[src/rtl/mem_access_unit.sv]
// Load/store controller between the CPU and a word-only data memory.
// Sub-word stores are done as read-modify-write; loads extract and extend the addressed lane.
module mem_access_unit #(
  parameter int SIZE = 64
) (
  input  logic        clk,
  input  logic        reset_n,
  input  logic        req,
  output logic        ready,
  input  logic        we,
  input  logic [1:0]  size,
  input  logic        unsgn,
  input  logic [31:0] addr,
  input  logic [31:0] wdata,
  output logic [31:0] rdata,
  output logic        done,
  output logic        err,
  output logic [31:0] mem_adr,
  output logic [31:0] mem_wd,
  output logic        mem_we,
  input  logic [31:0] mem_rd
);

  typedef enum logic [1:0] {
    S_IDLE = 2'd0,
    S_RD   = 2'd1,
    S_WR   = 2'd2,
    S_DONE = 2'd3
  } state_e;

  state_e      state_q, state_d;
  logic        we_q, unsgn_q;
  logic [1:0]  size_q;
  logic [31:0] addr_q, wdata_q, word_q, word_d;
  logic [31:0] rdata_q, rdata_d;
  logic        err_q, err_d;
  logic        accept_s, acc_err_s;

  function automatic logic [31:0] merge_word(input logic [31:0] old_w, input logic [31:0] wd,
                                             input logic [1:0] sz, input logic [1:0] lane);
    logic [31:0] r;
    r = old_w;
    case (sz)
      2'b00:   r[{lane, 3'b000} +: 8] = wd[7:0];
      2'b01:   r[{lane[1], 4'b0000} +: 16] = wd[15:0];
      2'b10:   r = wd;
      default: r = old_w;
    endcase
    return r;
  endfunction

  function automatic logic [31:0] extract_lane(input logic [31:0] w, input logic [1:0] sz,
                                               input logic [1:0] lane, input logic uns);
    logic [7:0]  b;
    logic [15:0] h;
    logic [31:0] r;
    b = w[{lane, 3'b000} +: 8];
    h = w[{lane[1], 4'b0000} +: 16];
    case (sz)
      2'b00:   r = {{24{~uns & b[7]}}, b};
      2'b01:   r = {{16{~uns & h[15]}}, h};
      default: r = w;
    endcase
    return r;
  endfunction

  assign accept_s  = (state_q == S_IDLE) && req;
  assign acc_err_s = (size == 2'b11)
                   || ((size == 2'b01) && addr[0])
                   || ((size == 2'b10) && (addr[1:0] != 2'b00))
                   || (addr[31:2] >= 30'(SIZE));

  // State register and captured request fields
  always_ff @(posedge clk or negedge reset_n) begin
    if (!reset_n) begin
      state_q <= S_IDLE;
      we_q    <= 1'b0;
      unsgn_q <= 1'b0;
      size_q  <= 2'b00;
      addr_q  <= 32'h0000_0000;
      wdata_q <= 32'h0000_0000;
      word_q  <= 32'h0000_0000;
      rdata_q <= 32'h0000_0000;
      err_q   <= 1'b0;
    end else begin
      state_q <= state_d;
      word_q  <= word_d;
      rdata_q <= rdata_d;
      err_q   <= err_d;
      if (accept_s) begin
        we_q    <= we;
        unsgn_q <= unsgn;
        size_q  <= size;
        addr_q  <= addr;
        wdata_q <= wdata;
      end
    end
  end

  // Next-state logic
  always_comb begin
    state_d = state_q;
    case (state_q)
      S_IDLE: begin
        if (!req) begin
          state_d = S_IDLE;
        end else if (acc_err_s) begin
          state_d = S_DONE;
        end else if (we && (size == 2'b10)) begin
          state_d = S_WR;
        end else begin
          state_d = S_RD;
        end
      end
      S_RD:    state_d = we_q ? S_WR : S_DONE;
      S_WR:    state_d = S_DONE;
      S_DONE:  state_d = S_IDLE;
      default: state_d = S_IDLE;
    endcase
  end

  // Datapath updates: word capture in RD, status and load result at DONE entry
  always_comb begin
    word_d  = word_q;
    rdata_d = rdata_q;
    err_d   = err_q;
    if (accept_s && acc_err_s) begin
      err_d = 1'b1;
    end else if ((state_q == S_RD) && !we_q) begin
      err_d   = 1'b0;
      rdata_d = extract_lane(mem_rd, size_q, addr_q[1:0], unsgn_q);
    end else if (state_q == S_WR) begin
      err_d = 1'b0;
    end else begin
      err_d = err_q;
    end
    if (state_q == S_RD) begin
      word_d = mem_rd;
    end else begin
      word_d = word_q;
    end
  end

  // Output decode from state; write enable must never depend on inputs
  always_comb begin
    ready   = 1'b0;
    done    = 1'b0;
    mem_we  = 1'b0;
    mem_adr = 32'h0000_0000;
    mem_wd  = 32'h0000_0000;
    case (state_q)
      S_IDLE: ready = 1'b1;
      S_RD:   mem_adr = {addr_q[31:2], 2'b00};
      S_WR: begin
        mem_adr = {addr_q[31:2], 2'b00};
        mem_we  = 1'b1;
        mem_wd  = merge_word(word_q, wdata_q, size_q, addr_q[1:0]);
      end
      S_DONE: begin
        mem_adr = {addr_q[31:2], 2'b00};
        done    = 1'b1;
      end
      default: ready = 1'b0;
    endcase
  end

  assign rdata = rdata_q;
  assign err   = err_q;

endmodule

[config.mk]
export PLATFORM = sky130hd
export DESIGN_NAME = mem_access_unit
export DESIGN_NICKNAME = d
export VERILOG_FILES = /design/src/rtl/mem_access_unit.sv
export SDC_FILE = /design/constraint.sdc
export NUM_CORES = 1
export LEC_CHECK = 0
export CAP_MARGIN = 20
export CORE_ASPECT_RATIO = 0.75
export CORE_MARGIN = 2
export CORE_UTILIZATION = 42
export CTS_CLUSTER_DIAMETER = 120
export DETAILED_ROUTE_END_ITERATION = 8
export PLACE_DENSITY = 0.71
export SETUP_SLACK_MARGIN = 0.5
export SLEW_MARGIN = 10
export SYNTH_ARGS = -nofsm -noshare
export SYNTH_HDL_FRONTEND = slang
export SYNTH_SLANG_ARGS = --single-unit
[constraint.sdc]
create_clock -name clk -period 7.8 [get_ports clk]
set_input_delay 1.17 -clock clk [delete_from_list [all_inputs] [get_ports clk]]
set_output_delay 1.17 -clock clk [all_outputs]
set_load 0.02 [all_outputs]
-- Word level (Yosys, flattened, before mapping)
Cells that the tools add are included.
W data, S select, Z words.
- register bits after elaboration: 135
- memories: 0
- output and inout port bits: 100
- logic and storage cells: 63
- latch bits: 0
- bits in writable memories: 0
- bits in read-only memories: 0
- bits of input ports: 103
- shift operators: 6
- divide/modulo/power cells: 0
- $lt $le $gt $ge: 1
- bitwise logic cells: 4
- add/subtract/negate cells: 2
- reductions and logical operators: 16
- multipliers: 0
- equality and inequality tests: 8
- mux-type cells: 17
- operator list (kind ; number):
    $pmux W32 S3 ; 1
    $bwmux W32 ; 2
    $mux W32 ; 2
    $pmux W32 S2 ; 1
    $shift A16 B7 Y32 const A ; 1
    $shift A8 B7 Y32 const A ; 1
    $shiftx A16 B7 Y32 ; 1
    $shiftx A32 B6 Y16 ; 1
    $shiftx A32 B6 Y8 ; 1
    $shiftx A8 B7 Y32 ; 1
    $ge A30 B7 Y1 const B ; 1
    $neg A5 Y7 ; 2
    $eq A2 B2 Y1 const B ; 5
    $pmux W2 S4 ; 1
    $mux W1 ; 7
    $eq A2 B1 Y1 const B ; 3
    $logic_and A1 B1 Y1 ; 6
    $mux W2 ; 3
    $logic_not A2 Y1 ; 2
    $logic_or A1 B1 Y1 ; 3
    $reduce_bool A3 Y1 ; 1
    $reduce_or A3 Y1 ; 1
    $and A1 B1 Y1 ; 2
    $not A1 Y1 ; 2
    3 further kinds ; 3

-- Depth between registers and ports, before layout
Gate-level depths: netlist of the first run.
- depth after elaboration: 8
- gate-level depth with buffers: 10
- depth with buffers taken out: 7

-- Worst setup path before layout of the first run
OpenSTA, ideal clock, no wires.
- path type: register -> output
- start point: register addr_q[1]
- end point: output mem_wd[17]
- cell stages (with the launch flop): 10
- data arrival time: 2.571 ns
- path buffers: 2
- path slack: 4.059 ns
- required time: 6.630 ns
- path through: dfrtp_1 > clkbuf_1 > inv_1 > clkbuf_1 > ha_1 > nand2b_1 > a2111oi_4 > a22o_1 > nand2_1 > a21boi_0
- longest elaborated chain between the ends: 5
- ends and longest elaborated chain (what ; line ; RTL):
    from (decl) ; 34 ; logic [31:0] addr_q, wdata_q, word_q, word_d;
    from (signal assigned) ; 94 ; addr_q <= addr;
    $neg A5 Y7 (on tied branches) ; 45, 44 ;
    $shiftx A16 B7 Y32, or another cell as far along ; 45 ; 2'b01: r[{lane[1], 4'b0000} +: 16] = wd[15:0];
    $bwmux W32 (on tied branches) ; 45, 44 ;
    $pmux W32 S3 (*) ; 43 ; case (sz)
    $mux W32 (*) ; 151 ; case (state_q)
    to (decl) ; 19 ; output logic [31:0] mem_wd,
Mark *: on every way between the ends. The rest lies on a longest branch, timed or not.

-- Final worst setup path of the first run
- start point: register addr_q[1]
- end point: output mem_wd[11]
Same word-level chain as after synthesis.

==> flow_metrics.env, run 1 <==
export IMPL_area_delta_synth_final_pct=37.8
export IMPL_hp_class="reg -> reg"
export IMPL_cap_violations=0
export IMPL_syn_area_um2=7390
export IMPL_grt_first_pass_wirelength_mm=35.8
export IMPL_rows=41
export IMPL_finalWirelength_mm=23.1
export IMPL_postSynthAreaPerCell_um2=10.3
export IMPL_n_antenna_cell=0
export IMPL_timing_rr_start="state_q[0]"
export IMPL_antenna_found_initial=1
export IMPL_ctsLongestPathBuffers=2
export IMPL_timing_setup_critical_path_class="reg -> out"
export IMPL_finalNonFillerCells=1143
export IMPL_grt_max_degree=84
export IMPL_vias=6364
export IMPL_setup_viol=0
export IMPL_ios=203
export IMPL_synth_cells=719
export IMPL_ys_types=51
export IMPL_grt_pass1_vias=6203
export IMPL_period_minus_slack_ns=5.02
export IMPL_drive_gt1_share_pct=17.2
export IMPL_synth_warning_count=0
export IMPL_powerDensity_nw_per_um2=488
export IMPL_grt_setup_unrepaired="false"
export IMPL_drt_iter0_markers=630
export IMPL_die_x_um=157
export IMPL_root_buffer="clkbuf_16"
export IMPL_cts_buffers_inserted=17
export IMPL_hold_worst_slack_ns=0.496
export IMPL_grt_ovfl_total=0
export IMPL_clkTransAtPathRegs_ns=0.06
export IMPL_track_usage_pct=25.2
export IMPL_synth_async_reset_ratio_pct=100
export IMPL_hp_start="addr_q[8]"
export IMPL_synth_edf_count=0
export IMPL_ir_drop_uv=286
export IMPL_fmax_mhz=199
export IMPL_yosys_most_used_dff="dfrtp_1"
export IMPL_p_clk_share_pct=17.6
export IMPL_setup_tns_final_ns=0
export IMPL_dieArea_um2=18700
export IMPL_ys_ff_latch=135
export IMPL_drv_slew=0
export IMPL_design_core_area_um2=17000
export IMPL_clk_latency_ns=0.42
export IMPL_yosysSeqAreaShare_pct=45.7
export IMPL_postCtsSetupBuffers=0
export IMPL_post_drt_wl_per_cell_um=20.2
export IMPL_place_congestion=0.877
export IMPL_initial_core_util_pct=43.4
export IMPL_period_share_pct=64.3
export IMPL_drc=0
export IMPL_cts_hold_buf=0
export IMPL_p_leak_uw=0.00415
export IMPL_io_buffers=200
export IMPL_antenna_left=0
export IMPL_clkSinkCount=135
export IMPL_skew_ns=0.00581
export IMPL_startpoint="addr_q[1]"
export IMPL_final_hold_violation_count=0
export IMPL_p_switching_uw=2040
export IMPL_cp_data_required_time_ns=6.63
export IMPL_cts_max_level=4
export IMPL_die_h_um=119
export IMPL_cp_arrival_ns=3.85
export IMPL_viasPerCell=5.57
export IMPL_cp_start_kind="flip-flop"
export IMPL_cts_tree="built"
export IMPL_power_frac_seq_pct=27.6
export IMPL_slew_headroom_pct=23.6
export IMPL_crit_fanout=33
export IMPL_fin_nets=1008
export IMPL_dpl_hpwl_mm=16.5
export IMPL_dp_cells=1112
export IMPL_p_sw_share_pct=41.1
export IMPL_critPathCaptureType="primary output"
export IMPL_status="completed"
export IMPL_cts_resized=0
export IMPL_first_pass_iters=5
export IMPL_pwr_share_comb_pct=54.8
export IMPL_cellInternalPower_uw=2930
export IMPL_tightest_slew_ns=1.14
-- cell usage after synthesis, types with 9 or more instances --
| cell | number | share of area (%) |
|---|---|---|
| o21ai_0 | 35 | 2.4 |
| buf_2 | 10 | 0.68 |
| a21oi_1 | 43 | 2.9 |
| nor2_1 | 25 | 1.3 |
| mux2_2 | 100 | 15 |
| a2bb2oi_1 | 22 | 2.6 |
| ha_1 | 9 | 1.5 |
| a221oi_1 | 15 | 1.8 |
| buf_1 | 10 | 0.51 |
| nand2_1 | 74 | 3.8 |
| nor2b_1 | 56 | 4.7 |
| nand3_1 | 14 | 0.95 |
| mux2i_1 | 24 | 3.3 |
| dfrtp_1 | 135 | 46 |
| clkbuf_1 | 27 | 1.4 |
| inv_1 | 32 | 1.6 |
-- sequential cells by signal, indices dropped and copies added, names as in the netlist --
name and flops:
err 1, state_q 2, we_q 1, size_q 2, rdata 32, word_q 32, addr_q 32, wdata_q 32
unsgn_q 1
-- per-layer routing --
layer | vias to the layer above | share of wire (%) | track usage, %
met4 | 0 | 1.7 | 7.73
met2 | 355 | 43 | 35.7
met1 | 3076 | 45 | 37.1
li1 | 2907 | - | -
met5 | - | 0 | 0
met3 | 26 | 11 | 7.28
-- placed cells by master (no fill, tap or decap), types with 15 or more instances in the layout --
cell type,instances
a221oi_1,15
inv_1,32
o21ai_0,35
nand2_1,73
dfrtp_1,133
mux2i_1,24
nor2b_1,56
clkbuf_16,17
mux2_2,100
nor2_1,25
a21oi_1,43
clkdlybuf4s50_1,199
a2bb2oi_1,22
-- critical path, stage by stage, from the launching register on --
cell             delay (ns)
dfrtp_1                0.32
buf_4                  0.31
inv_1                  0.34
ha_1                   0.36
nand2b_1               0.19
nor3_1                 0.93
a21oi_1                0.20
nor2b_1                0.16
clkdlybuf4s50_1        0.61
-- power by group through the flow --
stage	sequential (µW)	combinational (µW)	clock [µW]
floorplan	1350	1680	0
CTS	1360	2710	892
global placement	1360	2670	0
global route	1410	2930	926
detailed placement	1370	2690	0
finish	1370	2720	877
-- final timing paths --
kind | endpoint | slack, ns | cells past startpoint
setup / recovery | mem_wd[11] | 2.78 | 8
hold / removal | addr_q[8] | 0.50 | 1
setup reg to reg | wdata_q[11] | 5.07 | 6
hold reg to reg | addr_q[8] | 0.50 | 1
max in group asynchronous | size_q[1] | 5.72 | 2
min in group asynchronous | wdata_q[21] | 0.80 | 1
-- area by class of cell --
type                       count  area [µm²]
multi-input combinational    499        3650
clock buffer                  18         439
tap                          236         295
sequential                   135        3380
fill                        1433        6850
timing repair buffer         210        2090
inverter                      33         124
clock inverter                12         203
-- stage by stage --
step	utilization, %	power, µW	instance area [µm²]	worst slack [ns]
floorplan	-	3030	7390	4.06
global placement	55.9	4040	9520	3.40
detailed placement	55.9	4060	9520	3.34
CTS	59.7	4960	10200	2.88
global route	59.8	5270	10200	2.62
finish	59.8	4970	10200	2.78
-- logic make-up after synthesis --
family	after synthesis	synth area share, %
compound gates	163	15.4
fa+ha+maj	9	1.52
buf+inv	86	4.94
flops	135	45.7
mux	124	18.5
other cells	1	0.0507
simple gates	201	13.9
Note: power is estimated with default switching activity, not from simulation.
==> run 2: changes to the inputs <==
--- a/config.mk
+++ b/config.mk
@@ -11,7 +11,7 @@
 export CORE_UTILIZATION = 42
 export CTS_CLUSTER_DIAMETER = 120
 export DETAILED_ROUTE_END_ITERATION = 8
-export PLACE_DENSITY = 0.71
+export PLACE_DENSITY = 0.74
 export SETUP_SLACK_MARGIN = 0.5
 export SLEW_MARGIN = 10
 export SYNTH_ARGS = -nofsm -noshare
==> constraint.sdc (replaced) <==
create_clock -name clk -period 4.3 [get_ports clk]
set_input_delay 0.645 -clock clk [delete_from_list [all_inputs] [get_ports clk]]
set_output_delay 0.645 -clock clk [all_outputs]
set_load 0.02 [all_outputs]
==> flow_metrics.env, run 2 (synthesis gave the netlist of run 1 again) <==
export IMPL_grt_max_degree=89
export IMPL_dpl_hpwl_mm=16.4
export IMPL_first_pass_iters=6
export IMPL_track_usage_pct=25.1
export IMPL_final_area_um2=10200
export IMPL_io_buffers=200
export IMPL_final_common_cell="clkdlybuf4s50_1"
export IMPL_period_minus_slack_ns=3.65
export IMPL_tightest_slew_ns=1.03
export IMPL_p_leak_uw=0.00430
export IMPL_ir_drop_uv=551
export IMPL_skew_ns=0.00596
export IMPL_grt_use_met2_pct=35.0
export IMPL_layout_common_cells="clkdlybuf4s50_1 (191), dfrtp_1 (131), mux2_2 (100), nand2_1 (73), nor2b_1 (56)"
export IMPL_vias=6368
export IMPL_antenna_left=0
export IMPL_finalWirelength_mm=23.4
export IMPL_grt_setup_unrepaired="false"
export IMPL_design_core_area_um2=17000
export IMPL_ctsLongestPathBuffers=2
export IMPL_crit_fanout=11
export IMPL_cts_tree="built"
export IMPL_initial_core_util_pct=43.4
export IMPL_hp_class="in -> async"
export IMPL_cp_start_kind="flip-flop"
export IMPL_timing_setup_critical_path_class="reg -> out"
export IMPL_fmax_mhz=274
export IMPL_cp_data_required_time_ns=3.65
export IMPL_fin_nets=1016
export IMPL_grt_first_pass_wirelength_mm=35.5
export IMPL_viasPerCell=5.52
export IMPL_cp_arrival_ns=3.00
export IMPL_place_congestion=0.902
export IMPL_root_buffer="clkbuf_16"
export IMPL_n_antenna_cell=0
export IMPL_final_hold_violation_count=0
export IMPL_powerDensity_nw_per_um2=876
export IMPL_critPathCaptureType="primary output"
export IMPL_grt_ovfl_total=0
export IMPL_period_share_pct=84.8
export IMPL_cap_violations=0
export IMPL_setup_viol=0
export IMPL_cts_max_level=4
export IMPL_placed_area_um2=9580
export IMPL_power_uw=8960
export IMPL_drive_gt1_share_pct=18.6
export IMPL_status="completed"
export IMPL_clkTransAtPathRegs_ns=0.06
export IMPL_antenna_found_initial=1
export IMPL_clkSinkCount=135
export IMPL_drc=0
export IMPL_cts_buffers_inserted=17
export IMPL_ios=203
export IMPL_grt_util_met1_pct=35.9
export IMPL_busiest_layer="met1"
export IMPL_area_delta_synth_final_pct=38.5
export IMPL_post_drt_wl_per_cell_um=20.3
export IMPL_fill_cells=1462
export IMPL_clk_latency_ns=0.43
export IMPL_use_met3_pct=9.10
export IMPL_rows=41
export IMPL_drv_slew=0
export IMPL_grt_pass1_vias=6210
export IMPL_slew_headroom_pct=31.5
export IMPL_dieArea_um2=18700
export IMPL_die_h_um=119
export IMPL_die_x_um=157
export IMPL_setup_tns_final_ns=0
export IMPL_drt_iter0_markers=515
[run 2: worst paths after layout]
path,cells past startpoint,start,slack (ns),to
setup / recovery,9,addr_q[0],0.65,mem_wd[28]
hold / removal,1,reset_n,0.27,wdata_q[20]
setup reg to reg,6,addr_q[1],1.98,rdata[16]
hold reg to reg,1,err,0.49,err
max in group asynchronous,2,reset_n,3.08,size_q[1]
min in group clk,1,err,0.49,err
[run 2: what timing repair did]
item,in CTS,in global routing
setup endpoints to repair,15,27
hold buffers,0,0
pin swaps,1,0
resized for setup,3,13
buffers inserted,1,1
[run 2: stage by stage]
| stage | setup slack (ns) | cells | hold WS, ns | util, % |
|---|---|---|---|---|
| CTS | 0.490 | 1152 | 0.338 | 59.8 |
| floorplan | 1.08 | 720 | 0.349 | - |
| global route | 0.525 | 1153 | 0.361 | 60.1 |
| finish | 0.654 | 1153 | 0.267 | 60.1 |
| global placement | 0.832 | 1119 | 0.479 | 56.2 |
| detailed placement | 0.772 | 1119 | 0.483 | 56.2 |
[run 2: worst max-delay path, cell delays in order (launching register included)]
cell	delay [ns]
dfrtp_2	0.49
inv_1	0.12
ha_1	0.38
nor4bb_1	0.31
buf_4	0.21
a2bb2oi_1	0.07
nor2_1	0.15
a221oi_1	0.07
nor2b_1	0.14
clkdlybuf4s50_1	0.64
[run 2: power by group]
part / switching, µW / internal, µW / total [µW]
clock network: 626 / 867 / 1490
registers: 628 / 1930 / 2560
logic: 2540 / 2370 / 4910
total: 3790 / 5170 / 8960
[run 2: routing by layer]
layer	share of wire (%)	up-vias
li1	-	2932
met1	45	3112
met2	42	285
met3	9.8	37
met4	2.3	2
met5	0.056	-
[run 2: area by class of cell]
cell class / count / area [µm²] / area share (%)
Sequential cell: 135 / 3390 / 33.1
Tap cell: 236 / 295 / 2.89
Timing Repair Buffer: 218 / 2160 / 21.1
Clock inverter: 15 / 168 / 1.64
Clock buffer: 17 / 425 / 4.16
Inverter: 33 / 124 / 1.21
Multi-Input combinational cell: 499 / 3670 / 35.9
==> patch, RTL diff (flow settings as in run 2) <==
The parameter `SIZE` goes from 64 to 48.
--- a/src/rtl/mem_access_unit.sv
+++ b/src/rtl/mem_access_unit.sv
@@ -1,7 +1,7 @@
 // Load/store controller between the CPU and a word-only data memory.
 // Sub-word stores are done as read-modify-write; loads extract and extend the addressed lane.
 module mem_access_unit #(
-  parameter int SIZE = 64
+  parameter int SIZE = 48
 ) (
   input  logic        clk,
   input  logic        reset_n,
Check against the original RTL: not equivalent (a bounded check fails within 4 cycles, from zero or initial values and one cycle with reset_n low).
==> patch against run 2 <==
  * Cell area is 3.5% higher
  * Worst hold slack worse by 5.5 ps
  * Worst setup slack worse by 16 ps
  * Sequential cell count stayed put
  * Via count is 0.91% lower
  * Combinational power is 5.5% higher
  * Synthesized area is 4.1% higher
  * Wire length is 1.1% higher
  * Global-route usage is 0.31 points lower
  * Total power is 2.4% higher
  * Critical endpoint is now mem_wd[1]
==> patch: results (changes against run 2) <==
----------------------------------------------------
[Detailed routing]
  Sum of routed wire segments on met1 ... 10,510 µm (-1.1%)
  Max layer used ... met4
  Vias per Instance ... 5.482 (-0.74%)
  DR WL/cell ... 20.53 µm (+1.3%)

[Worst setup path]
  Maximum fanout along the worst path ... 36 (+25)
  Slowest stage cell on the critical path ... sky130_fd_sc_hd__dfrtp_4

[Yosys]
  Area fraction in compound gates after synthesis ... 13.40% (-2.0 points)
  Synth top cells by count ... sky130_fd_sc_hd__dfrtp_1, sky130_fd_sc_hd__mux2_2, sky130_fd_sc_hd__nand2_1
  Largest cells by area after synthesis ... sky130_fd_sc_hd__dfrtp_1, sky130_fd_sc_hd__mux2_2, sky130_fd_sc_hd__mux2_4
  Count of different cell masters after synthesis ... 53 (+3.9%)

[Global route]
  Met3 Resource Use GR ... 8.749% (-0.35 points)
  Met2 routing resource usage after global routing ... 37.26% (+2.3 points)
  Global router's overall resource usage ... 24.77% (-0.31 points)
  Global-route met1 utilization ... 33.68% (-2.2 points)
  Global-route wire length before repair ... 36,530 µm (+2.8%)
  Maximum number of pins on one net before global-route repair ... 79 (-11%)

[STA]
  Clock skew ... 6.242 ps (+0.2832 ps)

[Outcome]
  Outcome ... completed

[Placed design]
  Instance count after placement with tap cells included ... 1,115 (-0.36%)
  Global placer's final weighted congestion ... 0.8893 (-1.4%)
  Cell Area, Placed ... 0.009898 mm² (+3.4%)
  Hpwl dp ... 16,740 µm (+2.1%)

[Finish]
  Nets@finish ... 1,008 (-0.79%)
  Proportion of layout cells with a drive suffix above 1 ... 22.44% (+3.8 points)

[Clock network]
  Post-CTS resize count ... 5 (+2)

[Power and ir drop]
  Leakage power figure ... 4.564 nW (+6.2%)

----------------------------------------------------
## patch: power groups by stage
stage | clock network [mW] | registers (mW) | logic, mW
floorplan | 0 | 2.42 | 3.25
global placement | 0 | 2.47 | 5.03
detailed placement | 0 | 2.48 | 5.08
CTS | 1.55 | 2.47 | 5.13
global route | 1.60 | 2.55 | 5.58
finish | 1.52 | 2.47 | 5.18
## patch: path summary, 6_finish.rpt
path / from / to / slack, ps / cells past startpoint
max in group asynchronous: reset_n / word_q[14] / 3100 / 2
worst min register to register: addr_q[3] / addr_q[3] / 500 / 1
worst min-delay path: reset_n / wdata_q[20] / 260 / 1
worst max-delay path: size_q[1] / mem_wd[1] / 640 / 6
worst max register to register: state_q[0] / rdata[3] / 1470 / 6
min in group clk: addr_q[3] / addr_q[3] / 500 / 1
## patch: cell type report
cell class	instances	area [µm²]
Inverter	22	86.33
Multi-Input combinational cell	499	4038
Sequential cell	135	3385
Clock buffer	21	460.4
Clock inverter	11	146.4
Timing Repair Buffer	221	2178
Tap cell	242	302.8
Fill cell	1486	7218
